## src/rtl/mem_stage_ctrl_if.sv

```systemverilog
// Data-memory request/acknowledge bus between the MEM-stage sequencer (master)
// and the variable-latency data memory (slave).
interface mem_stage_ctrl_if;
    logic        dmem_req;
    logic        dmem_we;
    logic [31:0] dmem_addr;
    logic [31:0] dmem_wdata;
    logic        dmem_ack;
    logic [31:0] dmem_rdata;

    modport master (
        output dmem_req,
        output dmem_we,
        output dmem_addr,
        output dmem_wdata,
        input  dmem_ack,
        input  dmem_rdata
    );

    modport slave (
        input  dmem_req,
        input  dmem_we,
        input  dmem_addr,
        input  dmem_wdata,
        output dmem_ack,
        output dmem_rdata
    );
endinterface

```

## src/rtl/mem_stage_ctrl.sv

```systemverilog
// MEM-stage data-memory sequencer: turns a single-cycle load/store into a
// req/ack transaction, stalls the upstream pipeline and bubbles MEM/WB until
// the access completes, and captures load data for the MEM/WB result mux.
// Optional feature: define MEM_CTRL_TIMEOUT_EN to add the ACCESS wait counter
// and the sticky FAULT state; without it ACCESS waits for dmem_ack forever.
module mem_stage_ctrl #(
    parameter int unsigned TIMEOUT = 16
) (
    input  logic                    clk,
    input  logic                    reset,
    input  logic                    MEM_memread,
    input  logic                    MEM_memwrite,
    input  logic [31:0]             MEM_addr,
    input  logic [31:0]             MEM_wdata,
    mem_stage_ctrl_if.master        dmem,
    output logic [31:0]             load_data,
    output logic                    mem_stall,
    output logic                    mem_bubble,
    output logic                    mem_fault
);

    typedef enum logic [1:0] {
        StIdle,
        StAccess,
        StDone,
        StFault
    } state_t;

    state_t state_q;
    logic   mem_op;

    assign mem_op = MEM_memread | MEM_memwrite;

    // Reject out-of-range timeouts at elaboration; the counter is 8 bits wide.
    if (TIMEOUT == 0 || TIMEOUT > 255) begin : g_bad_timeout
        $error("mem_stage_ctrl: TIMEOUT must be in 1..255");
    end

`ifdef MEM_CTRL_TIMEOUT_EN
    localparam logic [7:0] TimeoutLast = 8'(TIMEOUT - 1);

    logic [7:0] wait_cnt_q;
    logic       fault_q;

    assign mem_fault = fault_q;
`else
    assign mem_fault = 1'b0;
`endif

    // Access sequencer: state, latched bus outputs and captured load data.
    always_ff @(posedge clk or posedge reset) begin
        if (reset) begin
            state_q          <= StIdle;
            dmem.dmem_req    <= 1'b0;
            dmem.dmem_we     <= 1'b0;
            dmem.dmem_addr   <= 32'd0;
            dmem.dmem_wdata  <= 32'd0;
            load_data        <= 32'd0;
`ifdef MEM_CTRL_TIMEOUT_EN
            wait_cnt_q       <= 8'd0;
            fault_q          <= 1'b0;
`endif
        end else begin
            unique case (state_q)
                StIdle: begin
                    if (mem_op) begin
                        dmem.dmem_addr  <= MEM_addr;
                        dmem.dmem_wdata <= MEM_wdata;
                        dmem.dmem_req   <= 1'b1;
                        // Store wins when both read and write are flagged.
                        dmem.dmem_we    <= MEM_memwrite;
`ifdef MEM_CTRL_TIMEOUT_EN
                        wait_cnt_q      <= 8'd0;
`endif
                        state_q         <= StAccess;
                    end
                end
                StAccess: begin
                    if (dmem.dmem_ack) begin
                        dmem.dmem_req <= 1'b0;
                        dmem.dmem_we  <= 1'b0;
                        // dmem_we still reflects this transaction's direction here.
                        if (!dmem.dmem_we) begin
                            load_data <= dmem.dmem_rdata;
                        end
                        state_q <= StDone;
                    end
`ifdef MEM_CTRL_TIMEOUT_EN
                    else if (wait_cnt_q == TimeoutLast) begin
                        dmem.dmem_req <= 1'b0;
                        dmem.dmem_we  <= 1'b0;
                        fault_q       <= 1'b1;
                        state_q       <= StFault;
                    end else begin
                        wait_cnt_q <= wait_cnt_q + 8'd1;
                    end
`endif
                end
                StDone: begin
                    state_q <= StIdle;
                end
                StFault: begin
                    state_q <= StFault;
                end
                default: begin
                    state_q <= StIdle;
                end
            endcase
        end
    end

    // Freeze upstream while a memory op is being issued, in flight, or faulted.
    always_comb begin
        mem_stall  = !reset && ((state_q == StIdle && mem_op) ||
                                (state_q == StAccess) ||
                                (state_q == StFault));
        mem_bubble = mem_stall;
    end

endmodule

```

## src/flat_wrapper.sv

```systemverilog
// flat-port wrapper written by rule: the top's interface ports become plain ports
module mem_stage_ctrl_flat 
#(
    parameter int unsigned TIMEOUT = 16
)
  (clk, reset, MEM_memread, MEM_memwrite, MEM_addr, MEM_wdata, load_data, mem_stall, mem_bubble, mem_fault, dmem_dmem_req, dmem_dmem_we, dmem_dmem_addr, dmem_dmem_wdata, dmem_dmem_ack, dmem_dmem_rdata);
  mem_stage_ctrl_if dmem_i ();
  input  logic clk;
  input  logic reset;
  input  logic MEM_memread;
  input  logic MEM_memwrite;
  input  logic [31:0] MEM_addr;
  input  logic [31:0] MEM_wdata;
  output logic [31:0] load_data;
  output logic mem_stall;
  output logic mem_bubble;
  output logic mem_fault;
  output wire logic [$bits(dmem_i.dmem_req)-1:0] dmem_dmem_req;
  output wire logic [$bits(dmem_i.dmem_we)-1:0] dmem_dmem_we;
  output wire logic [$bits(dmem_i.dmem_addr)-1:0] dmem_dmem_addr;
  output wire logic [$bits(dmem_i.dmem_wdata)-1:0] dmem_dmem_wdata;
  input wire logic [$bits(dmem_i.dmem_ack)-1:0] dmem_dmem_ack;
  input wire logic [$bits(dmem_i.dmem_rdata)-1:0] dmem_dmem_rdata;
  assign dmem_dmem_req = dmem_i.dmem_req;
  assign dmem_dmem_we = dmem_i.dmem_we;
  assign dmem_dmem_addr = dmem_i.dmem_addr;
  assign dmem_dmem_wdata = dmem_i.dmem_wdata;
  assign dmem_i.dmem_ack = dmem_dmem_ack;
  assign dmem_i.dmem_rdata = dmem_dmem_rdata;
  mem_stage_ctrl #(.TIMEOUT(TIMEOUT)) u_core (.clk(clk), .reset(reset), .MEM_memread(MEM_memread), .MEM_memwrite(MEM_memwrite), .MEM_addr(MEM_addr), .MEM_wdata(MEM_wdata), .dmem(dmem_i), .load_data(load_data), .mem_stall(mem_stall), .mem_bubble(mem_bubble), .mem_fault(mem_fault));
endmodule
```

## config.mk

```make
export PLATFORM = sky130hd
export DESIGN_NAME = mem_stage_ctrl_flat
export DESIGN_NICKNAME = d
export VERILOG_FILES = /design/src/rtl/mem_stage_ctrl_if.sv /design/src/rtl/mem_stage_ctrl.sv /design/src/flat_wrapper.sv
export SDC_FILE = /design/constraint.sdc
export NUM_CORES = 1
export LEC_CHECK = 0
export BUFFER_PORTS_ARGS = -buffer_cell sky130_fd_sc_hd__buf_2
export CAP_MARGIN = 20
export CORE_MARGIN = 1.5
export CORE_UTILIZATION = 29
export CTS_CLUSTER_DIAMETER = 80
export DETAILED_ROUTE_END_ITERATION = 6
export GPL_TIMING_DRIVEN = 0
export PLACE_DENSITY_LB_ADDON = 0.08
export SETUP_SLACK_MARGIN = 0.15
export SLEW_MARGIN = 20
export SYNTH_ARGS = -nofsm -noshare
export SYNTH_HDL_FRONTEND = slang
export SYNTH_SLANG_ARGS = --single-unit
```

## constraint.sdc

```tcl
create_clock -name clk -period 4.3 [get_ports clk]
set_input_delay 0.86 -clock clk [delete_from_list [all_inputs] [get_ports clk]]
set_output_delay 0.86 -clock clk [all_outputs]
set_load 0.05 [all_outputs]
```

Yosys cells after proc, flatten, opt, wreduce, memory -nomap -nowiden
Index checks and enable logic that the tools add are counted.
- flip-flop bits (word level): 100
- word-level logic and storage cells: 32
- reductions and logical operators: 11
- mux-type cells: 8
- equal/unequal tests: 5
- bitwise operators: 2
- operator list (kind ; number):
    $pmux 2 s4 ; 1
    $reduce_and 3->1 ; 2
    $eq 2x2->1 const B ; 2
    $mux 2 ; 2
    $pmux 1 s2 ; 2
    $reduce_and 2->1 ; 2
    $mux 1 ; 3
    $eq 2x1->1 const B ; 1
    $logic_and 1x1->1 ; 2
    $logic_not 2->1 ; 1
    $logic_or 1x1->1 ; 2
    $ne 2x1->1 const B ; 1
    $ne 2x2->1 const B ; 1
    $reduce_bool 2->1 ; 1
    $logic_not 1->1 ; 1
    $not 1->1 ; 1
    $or 1x1->1 ; 1

Longest topological paths before layout
Gate-level depths: netlist (run 1).
- depth after elaboration: 5
- gate-level depth with buffers: 7
- gate-level depth less buffers: 5

Worst setup path before layout (run 1)
No wires, ideal clock.
- path kind: input to output
- from: input port MEM_memwrite
- to: output port mem_stall
- setup slack: 1.079 ns
- buffers on the path: 3
- arrival time: 2.361 ns
- stages: 5
- cells stage by stage: o21ai_2 > buf_6 > buf_6 > a21oi_1 > buf_4
- cells in the longest elaborated chain, start to end: 5
- RTL lines (item ; line ; source):
    start, declared ; flat_wrapper.sv:11 ; input logic MEM_memwrite;
    $or 1x1->1 ; mem_stage_ctrl.sv:32 ; assign mem_op = MEM_memread | MEM_memwrite;
    $logic_and 1x1->1 ; mem_stage_ctrl.sv:114 ; mem_stall = !reset && ((state_q == StIdle && mem_op) ||
    $logic_or 1x1->1 ; mem_stage_ctrl.sv:114 ;
    $logic_or 1x1->1 ; mem_stage_ctrl.sv:115 ; (state_q == StAccess) ||
    $logic_and 1x1->1 ; mem_stage_ctrl.sv:114 ;
    end, declared ; flat_wrapper.sv:15 ; output logic mem_stall;
No other way between the ends.

Worst setup path after layout (run 1)
- from: register u_core.state_q[0]
- to: output port mem_stall
- cells in the longest elaborated chain, start to end: 5
- elaborated cells between the ends (all ways): 7
- classes of those cells: eq/ne: 2; reduce/logical: 5
- RTL lines (item ; line ; source):
    start, declared ; mem_stage_ctrl.sv:29 ; state_t state_q;
    start signal, assigned ; mem_stage_ctrl.sv:53 ; state_q <= StIdle;
    start signal, assigned ; mem_stage_ctrl.sv:75 ; state_q <= StAccess;
    start signal, assigned ; mem_stage_ctrl.sv:86 ; state_q <= StDone;
    $logic_not 2->1 ; mem_stage_ctrl.sv:114 ;
    $logic_and 1x1->1 ; mem_stage_ctrl.sv:114 ;
    $logic_or 1x1->1 ; mem_stage_ctrl.sv:114 ;
    $logic_or 1x1->1 (*) ; mem_stage_ctrl.sv:115 ;
    $logic_and 1x1->1 (*) ; mem_stage_ctrl.sv:114 ;
Mark *: on every way between the ends. The rest lies on a longest branch, timed or not.

==> flow_metrics.py, run 1 <==
metrics = {
    "routing": {
        "routedWlPerCell_um": 14.5,
        "drc": 0,
        "vias": 2610,
        "vias_per_cell": 4.20,
        "first_pass_iters": 2,
        "ant_nets": 0,
        "wl_mm": 9.04,
        "drt_iter0_drc": 76,
    },
    "flow_run": {
        "cap_violations": 0,
    },
    "place": {
        "dp_slack_ns": 1.44,
        "port_buffers": 200,
        "hpwl_mm": 6.73,
        "gp_congestion": 0.698,
    },
    "die": {
        "initial_core_util_pct": 29.9,
        "die_area_mm2": 0.0145,
        "pin_count": 202,
        "die-height_um": 120,
        "fp.dieW_um": 120,
        "placeableCoreArea_mm2": 0.0133,
        "rows": 42,
    },
    "yosys": {
        "ys_seq_area_share_pct": 62.7,
        "syn_area_mm2": 0.00399,
        "syn_inst": 229,
        "yosysTopAreaCellShare_pct": 62.7,
        "async_reset_ff_share_pct": 100,
        "synth.distinct_cells": 20,
        "yosys.area.top_type": "dfrtp_1",
        "synthTopCellsByArea": "dfrtp_1, mux2_2, mux2_4, buf_6, ha_1",
        "yosysWarnings": 0,
        "synth_flop_cell": "dfrtp_1",
        "ys_ff_latch": 100,
        "syn_nets": 333,
        "avgSynthCellArea_um2": 17.4,
        "synth-edff-count": 0,
    },
    "finish": {
        "layout_common_cells": "buf_2, dfrtp_1, mux2_2",
        "drive_gt1_share_pct": 73.5,
        "fin_nets": 545,
        "diodes": 0,
        "final_common_cell": "buf_2",
        "area_growth_pct": 39.0,
    },
    "critical_path": {
        "cp_max_fo": 10,
        "rr_endpoint": "u_core.dmem.dmem_wdata[8]",
        "crit_required_ns": 3.44,
        "startpoint": "u_core.state_q[0]",
        "start_kind": "register",
        "endpoint_kind": "output port",
        "critPathKind": "reg -> out",
        "reg2reg_depth": 6,
        "reg2reg_slack_ns": 2.69,
        "r2r_start": "u_core.state_q[0]",
        "worstPathArrival_ns": 2.01,
    },
    "power_and_ir_drop": {
        "combPwrFrac_pct": 4.1,
        "powerDensity_mw_per_mm2": 330,
        "p_seq_share_pct": 51.3,
        "p_leak_nw": 3.37,
        "p_int_mw": 1.45,
        "power_switching_mw": 0.388,
        "sw_frac_of_total_pct": 21.2,
        "ir_drop_uv": 227,
        "clkPwrFrac_pct": 44.6,
        "power.total_mw": 1.83,
    },
    "sta": {
        "fin_ws_ns": 1.43,
        "fmax_mhz": 348,
        "period_minus_slack_ns": 2.87,
        "hold_viol_final": 0,
        "period_share_pct": 66.8,
        "report.final.setup_viol": 0,
        "clock-skew-final_ns": 0.00587,
        "rsz0062_at_grt": "no",
        "maxSlewViolCount": 0,
    },
    "cts": {
        "clkTransAtPathRegs_ns": 0.07,
        "cts_made_buffers": 9,
        "cts.sinks": 100,
        "clock_latency_ns": 0.34,
        "post_cts.repair.setup_buffers": 0,
        "cts_max_level": 3,
        "cts_max_path_buffers": 2,
        "cts_tree": "yes",
        "clock-root-buffer": "clkbuf_16",
        "post_cts_resized": 0,
        "holdBufCountCts": 0,
    },
    "hold_path": {
        "holdCritPathClass": "in -> async",
    },
    "global_routing": {
        "grt_pass1_vias": 2798,
        "antenna_found_initial": 0,
        "grt_overflow": 0,
        "grt_usage_pct": 12.7,
        "grt_pass1_wl_mm": 13.9,
        "grt_max_degree": 70,
    },
    "run_status": {
        "status": "finished clean",
    },
}
[metrics by stage]
| step | util [%] | setup TNS (ns) | cells | instance area, um2 | hold WS, ns |
|---|---|---|---|---|---|
| 3_5_place_dp | 39.3 | 0 | 606 | 5250 | 0.486 |
| 6_report | 41.6 | 0 | 622 | 5550 | 0.492 |
| 4_1_cts | 41.6 | 0 | 622 | 5550 | 0.485 |
| 5_1_grt | 41.6 | 0 | 622 | 5550 | 0.503 |
| 3_3_place_gp | 39.1 | -57.38 | 605 | 5210 | 0.484 |
| 2_1_floorplan | - | 0 | 229 | 3990 | 0.550 |
[worst max path at each step]
stage	to	cells after the start
after floorplan	u_core.dmem.dmem_addr[0]	1
after global placement	u_core.load_data[28]	2
after detailed placement	mem_stall	7
after CTS	mem_stall	8
after global routing	mem_stall	8
final	mem_stall	8
[synthesized netlist by cell type, drive strengths merged, types with 2 or more instances]
cell	number
dfrtp	100
mux2i	2
mux2	96
buf	12
ha	3
inv	4
o21ai	2
[power groups by stage]
| stage | logic (mW) | registers [mW] | clock network [mW] |
|---|---|---|---|
| 3_3_place_gp | 0.0730 | 0.958 | 0 |
| 3_5_place_dp | 0.0789 | 0.958 | 0 |
| 4_1_cts | 0.0791 | 0.940 | 0.857 |
| 2_1_floorplan | 0.0225 | 0.958 | 0 |
| 5_1_grt | 0.0859 | 0.939 | 0.882 |
| 6_report | 0.0760 | 0.940 | 0.817 |
[cell families (layout without fill, tap and decap cells)]
| kind of cell | count (synthesis) | in the layout | synth area share, % |
|---|---|---|---|
| buf+inv | 16 | 233 | 2.79 |
| flops | 100 | 100 | 62.7 |
| mux | 98 | 98 | 31.2 |
| other cells | 1 | 1 | 0.0939 |
| simple gates | 5 | 5 | 1.07 |
| compound gates | 6 | 6 | 1.19 |
| fa+ha+maj | 3 | 3 | 0.940 |
[final cells by class]
class                      instances  area (um2)
inverter                           4        20.0
clock inverter                     5        61.3
fill                            1276        7800
buffer                            12        96.3
sequential                       100        2500
clock buffer                      11         243
tap                              176         220
multi-input combinational        113        1380
timing repair buffer             201        1030
[sequential cells by signal (all words and copies together), names as in the netlist]
signal / cells
u_core.dmem.dmem_wdata: 32
u_core.load_data: 32
u_core.dmem.dmem_req: 1
u_core.dmem.dmem_addr: 32
u_core.state_q: 2
u_core.dmem.dmem_we: 1
[critical path: stages (launching register included)]
cell and delay, ns:
dfrtp_1 0.40, inv_1 0.08, ha_1 0.21, o21ai_2 0.09, buf_6 0.16, buf_6 0.17
a21oi_1 0.17, buf_4 0.13, buf_2 0.24
[metal layers]
metal	vias to the layer above	track usage [%]	wire (um)
met2	112	21.2	4370
met1	1264	14.1	3680
met4	0	5.51	178
met5	-	0	0
li1	1221	-	-
met3	13	5.57	806
Power figures use the tool's default switching activity.
==> run 2: changes to the inputs <==
clock period = 2.3 ns   (was 4.3 ns; I/O delays follow)
==> flow_metrics.py, run 2 (synthesized netlist as in run 1, its figures left out) <==
metrics = {
    "place": {
        "dp_slack_ns": 0.234,
        "port_buffers": 200,
        "hpwl_mm": 6.93,
        "dp.cells": 609,
        "post_dp_cell_area_mm2": 0.00533,
        "gp_congestion": 0.705,
    },
    "routing": {
        "drt_iter0_drc": 75,
        "first_pass_iters": 3,
        "vias_per_cell": 4.26,
        "drc": 0,
        "vias": 2695,
        "routedWlPerCell_um": 14.8,
        "ant_nets": 0,
        "wl_mm": 9.33,
    },
    "critical_path": {
        "worstPathArrival_ns": 1.67,
        "critPathKind": "reg -> out",
        "crit_required_ns": 1.84,
        "endpoint_kind": "output port",
        "reg2reg_slack_ns": 0.66,
        "start_kind": "register",
        "cp_max_fo": 3,
    },
    "global_routing": {
        "antenna_found_initial": 0,
        "grt_overflow": 0,
        "grt_pass1_wl_mm": 14.8,
        "grt_pass1_vias": 2918,
        "grt_max_degree": 33,
        "grt_usage_pct": 13.3,
    },
    "sta": {
        "tns_ns": 0,
        "rsz0062_at_grt": "yes",
        "period_minus_slack_ns": 2.13,
        "period_share_pct": 92.6,
        "fmax_mhz": 470,
        "fin_ws_ns": 0.171,
        "clock-skew-final_ns": 0.00639,
        "maxSlewViolCount": 0,
        "report.final.setup_viol": 0,
        "hold_viol_final": 0,
    },
    "power_and_ir_drop": {
        "powerDensity_mw_per_mm2": 608,
        "ir_drop_uv": 465,
        "p_leak_nw": 3.46,
    },
    "flow_run": {
        "cap_violations": 0,
    },
    "run_status": {
        "status": "finished clean",
    },
    "cts": {
        "cts_max_level": 3,
        "cts_made_buffers": 9,
        "cts_max_path_buffers": 2,
        "cts.sinks": 100,
        "clock_latency_ns": 0.35,
        "clock-root-buffer": "clkbuf_16",
        "cts_tree": "yes",
        "clkTransAtPathRegs_ns": 0.07,
    },
    "finish": {
        "n_fill_cell": 1290,
        "design_area_mm2": 0.00576,
        "diodes": 0,
        "layout.cells.non_filler": 632,
        "area_growth_pct": 44.4,
        "regArea_mm2": 0.00250,
        "drive_gt1_share_pct": 75.7,
        "final_util_pct": 43.2,
        "fin_nets": 557,
        "final_common_cell": "buf_2",
        "multi_input_area_mm2": 0.00142,
        "top_regs": "u_core.dmem.dmem_addr (32), u_core.dmem.dmem_wdata (32), u_core.load_data (32)",
        "layout_common_cells": "buf_2, dfrtp_1, mux2_2",
    },
    "die": {
        "rows": 42,
        "die_area_mm2": 0.0145,
        "pin_count": 202,
        "placeableCoreArea_mm2": 0.0133,
        "initial_core_util_pct": 29.9,
        "fp.dieW_um": 120,
        "die-height_um": 120,
    },
    "hold_path": {
        "holdCritPathClass": "in -> async",
    },
}
## run 2: routing by layer
metal  global-route usage [%]  up-vias  wire length [um]
met1                     16.4     1325              3940
met2                     20.8      120              4390
met3                     5.24       12               802
li1                         -     1238                 -
met4                     6.03        0               196
met5                        0        -                 0
## run 2: stage by stage
| stage | hold WS [ns] | power [mW] |
|---|---|---|
| global route | 0.187 | 3.66 |
| global placement | 0.483 | 1.93 |
| finish | 0.164 | 3.50 |
| detailed placement | 0.487 | 1.96 |
| floorplan | 0.550 | 1.83 |
| CTS | 0.164 | 3.58 |
## run 2: power by group
part / total [mW] / internal (mW) / switching (mW) / leakage (nW)
clock network: 1.58 / 0.950 / 0.631 / 0.154
registers: 1.76 / 1.76 / 0 / 1.39
logic: 0.164 / 0.0864 / 0.0776 / 1.92
total: 3.50 / 2.79 / 0.708 / 3.46
## run 2: repair_timing
item | CTS | global route
setup endpoints to repair | 2 | 2
pin swaps | 2 | 2
resized for setup | 13 | 2
setup buffers | 7 | 2
hold buffers | 0 | 0
## run 2: cell type report
type / instances / area share [%]
plain buffers: 12 / 1.89
clock buffers: 13 / 4.86
clock inverters: 1 / 0.521
inverters: 4 / 0.326
multi-input cells: 113 / 24.6
flip-flops and latches: 100 / 43.4
well taps: 176 / 3.82
repair buffers: 213 / 20.5
## run 2: path summary, 6_finish.rpt
path                                          startpoint                          to  cells past startpoint
max in group asynchronous                          reset    u_core.dmem.dmem_addr[3]                      5
worst min-delay path                               reset   u_core.dmem.dmem_addr[23]                      2
min in group clk                     dmem_dmem_rdata[30]        u_core.load_data[30]                      2
worst max-delay path                   u_core.state_q[1]                   mem_stall                      8
worst min register to register  u_core.dmem.dmem_addr[9]    u_core.dmem.dmem_addr[9]                      1
worst max register to register         u_core.state_q[1]  u_core.dmem.dmem_wdata[25]                      7
## run 2: worst max-delay path, stage by stage (launching register included)
cell     delay, ns
dfrtp_1       0.40
inv_2         0.10
ha_4          0.16
o21ai_4       0.06
buf_6         0.12
buf_12        0.11
a21oi_4       0.12
buf_6         0.11
buf_8         0.13
==> run 3: changes to the inputs <==
CELL_PAD_IN_SITES_DETAIL_PLACEMENT = 1   (was unset)
CELL_PAD_IN_SITES_GLOBAL_PLACEMENT = 2   (was unset)
CORE_UTILIZATION = 26   (was 29)
GPL_TIMING_DRIVEN = unset   (was 0)
TNS_END_PERCENT = 10   (was unset)
==> flow_metrics.py, run 3 (synthesized netlist as in run 1, its figures left out) <==
metrics = {
    "routing": {
        "first_pass_iters": 4,
        "routedWlPerCell_um": 15.5,
        "drt_iter0_drc": 68,
        "vias_per_cell": 4.26,
        "ant_nets": 0,
        "drc": 0,
        "vias": 2656,
        "wl_mm": 9.64,
    },
    "place": {
        "dp_slack_ns": 0.390,
        "port_buffers": 200,
        "hpwl_mm": 6.90,
        "gp_congestion": 0.644,
    },
    "global_routing": {
        "grt_pass1_wl_mm": 15.2,
        "grt_overflow": 0,
        "grt_pass1_vias": 2849,
        "grt_max_degree": 66,
        "grt_usage_pct": 12.4,
        "antenna_found_initial": 0,
    },
    "critical_path": {
        "worstPathArrival_ns": 1.58,
        "crit_path_cell_trace": "inv_1, ha_2, o21ai_4, a21oi_2, buf_4",
        "slowest_stage": "dfrtp_1",
        "endpoint_kind": "output port",
        "crit_required_ns": 1.84,
        "crit_family": "flip-flops",
        "critPathBufInv": 2,
        "start_kind": "register",
        "slowest_delay_ns": 0.40,
        "cp_max_fo": 3,
        "critPathKind": "reg -> out",
    },
    "sta": {
        "fmax_mhz": 489,
        "clock-skew-final_ns": 0.00529,
        "hold_viol_final": 0,
        "fin_ws_ns": 0.256,
        "report.final.setup_viol": 0,
        "maxSlewViolCount": 0,
        "period_share_pct": 88.9,
        "period_minus_slack_ns": 2.04,
        "rsz0062_at_grt": "no",
        "fin_hold_ws_ns": 0.141,
    },
    "power_and_ir_drop": {
        "sw_frac_of_total_pct": 21.2,
        "combPwrFrac_pct": 4.2,
        "p_seq_share_pct": 51.5,
        "p_leak_nw": 3.32,
        "power_switching_mw": 0.723,
        "ir_drop_uv": 313,
        "p_int_mw": 2.69,
        "clkPwrFrac_pct": 44.4,
        "powerDensity_mw_per_mm2": 621,
    },
    "finish": {
        "layout_common_cells": "buf_2, dfrtp_1, mux2_2",
        "top_regs": "u_core.dmem.dmem_addr (32), u_core.dmem.dmem_wdata (32), u_core.load_data (32)",
        "area_growth_pct": 37.7,
        "fin_nets": 535,
        "drive_gt1_share_pct": 73.6,
        "final_common_cell": "buf_2",
        "diodes": 0,
    },
    "cts": {
        "holdBufCountCts": 0,
        "clkTransAtPathRegs_ns": 0.07,
        "cts_made_buffers": 9,
        "post_cts.repair.setup_buffers": 0,
        "cts_tree": "yes",
        "cts.sinks": 100,
        "cts_max_level": 3,
        "cts_max_path_buffers": 2,
        "clock-root-buffer": "clkbuf_16",
        "clock_latency_ns": 0.34,
    },
    "flow_run": {
        "cap_violations": 0,
    },
    "run_status": {
        "status": "finished clean",
    },
    "die": {
        "placeableCoreArea_mm2": 0.0151,
        "die-height_um": 127,
        "initial_core_util_pct": 26.5,
        "die_area_mm2": 0.0161,
        "fp.dieW_um": 127,
        "pin_count": 202,
        "rows": 45,
    },
    "hold_path": {
        "holdCritPathClass": "in -> async",
    },
}
run 3: changes by cell type in the layout (fill, tap and decap cells not counted), moves of 2 or more:
cell and delta:
buf_16 -3, buf_2 -5, buf_4 -8, buf_6 -5
clkbuf_8 -3, clkinvlp_4 +2, inv_1 +2, inv_2 -2
run 3: power by group through the flow:
stage                     logic [mW]  clock network (mW)  registers, mW
after floorplan               0.0426                   0           1.79
after global placement         0.144                   0           1.79
after detailed placement       0.147                   0           1.79
after CTS                      0.149                1.60           1.76
after global routing           0.161                1.66           1.76
final                          0.142                1.52           1.76
run 3: what timing repair did:
| item | in CTS | in global routing |
|---|---|---|
| pin swaps | 0 | 0 |
| resized for setup | 3 | 2 |
| setup endpoints to repair | 2 | 2 |
run 3: per-stage QoR:
stage	power [mW]	util, %	cells	instance area [um2]	TNS, ns
6_report	3.42	36.4	623	5500	0
5_1_grt	3.57	36.4	623	5500	0
4_1_cts	3.50	36.4	623	5490	0
3_5_place_dp	1.94	34.4	608	5190	0
3_3_place_gp	1.94	34.4	608	5190	0
2_1_floorplan	1.83	-	229	4000	-0.326
run 3: path summary, 6_finish.rpt:
check / start / end / slack, ns / cells after the start
setup / recovery: u_core.state_q[0] / mem_stall / 0.26 / 5
max in group asynchronous: reset / u_core.load_data[4] / 1.45 / 3
hold / removal: reset / u_core.dmem.dmem_wdata[1] / 0.14 / 2
hold reg to reg: u_core.load_data[21] / u_core.load_data[21] / 0.50 / 1
min in group clk: MEM_wdata[30] / u_core.dmem.dmem_wdata[30] / 0.34 / 2
setup reg to reg: u_core.state_q[0] / u_core.dmem.dmem_addr[18] / 0.58 / 5
run 3: metal layers:
| metal | track usage, % | vias to the layer above | wire length [um] |
|---|---|---|---|
| li1 | - | 1196 | - |
| met1 | 13.3 | 1352 | 3650 |
| met2 | 22.1 | 99 | 5090 |
| met3 | 4.68 | 9 | 754 |
| met4 | 4.81 | 0 | 142 |
| met5 | 0 | - | 0 |
run 3: layout make-up:
type	instances	area, um2
Clock inverter	4	50.0
Sequential cell	100	2500
Fill cell	1641	9590
Inverter	4	18.8
Timing Repair Buffer	203	1050
Multi-Input combinational cell	113	1400
Tap cell	188	235
Clock buffer	11	243
run 3: worst reg2reg max path, cell delays in order (launching register included):
cell,delay [ns]
dfrtp_1,0.38
inv_1,0.08
ha_2,0.22
o21ai_4,0.09
buf_12,0.39
mux2_2,0.46
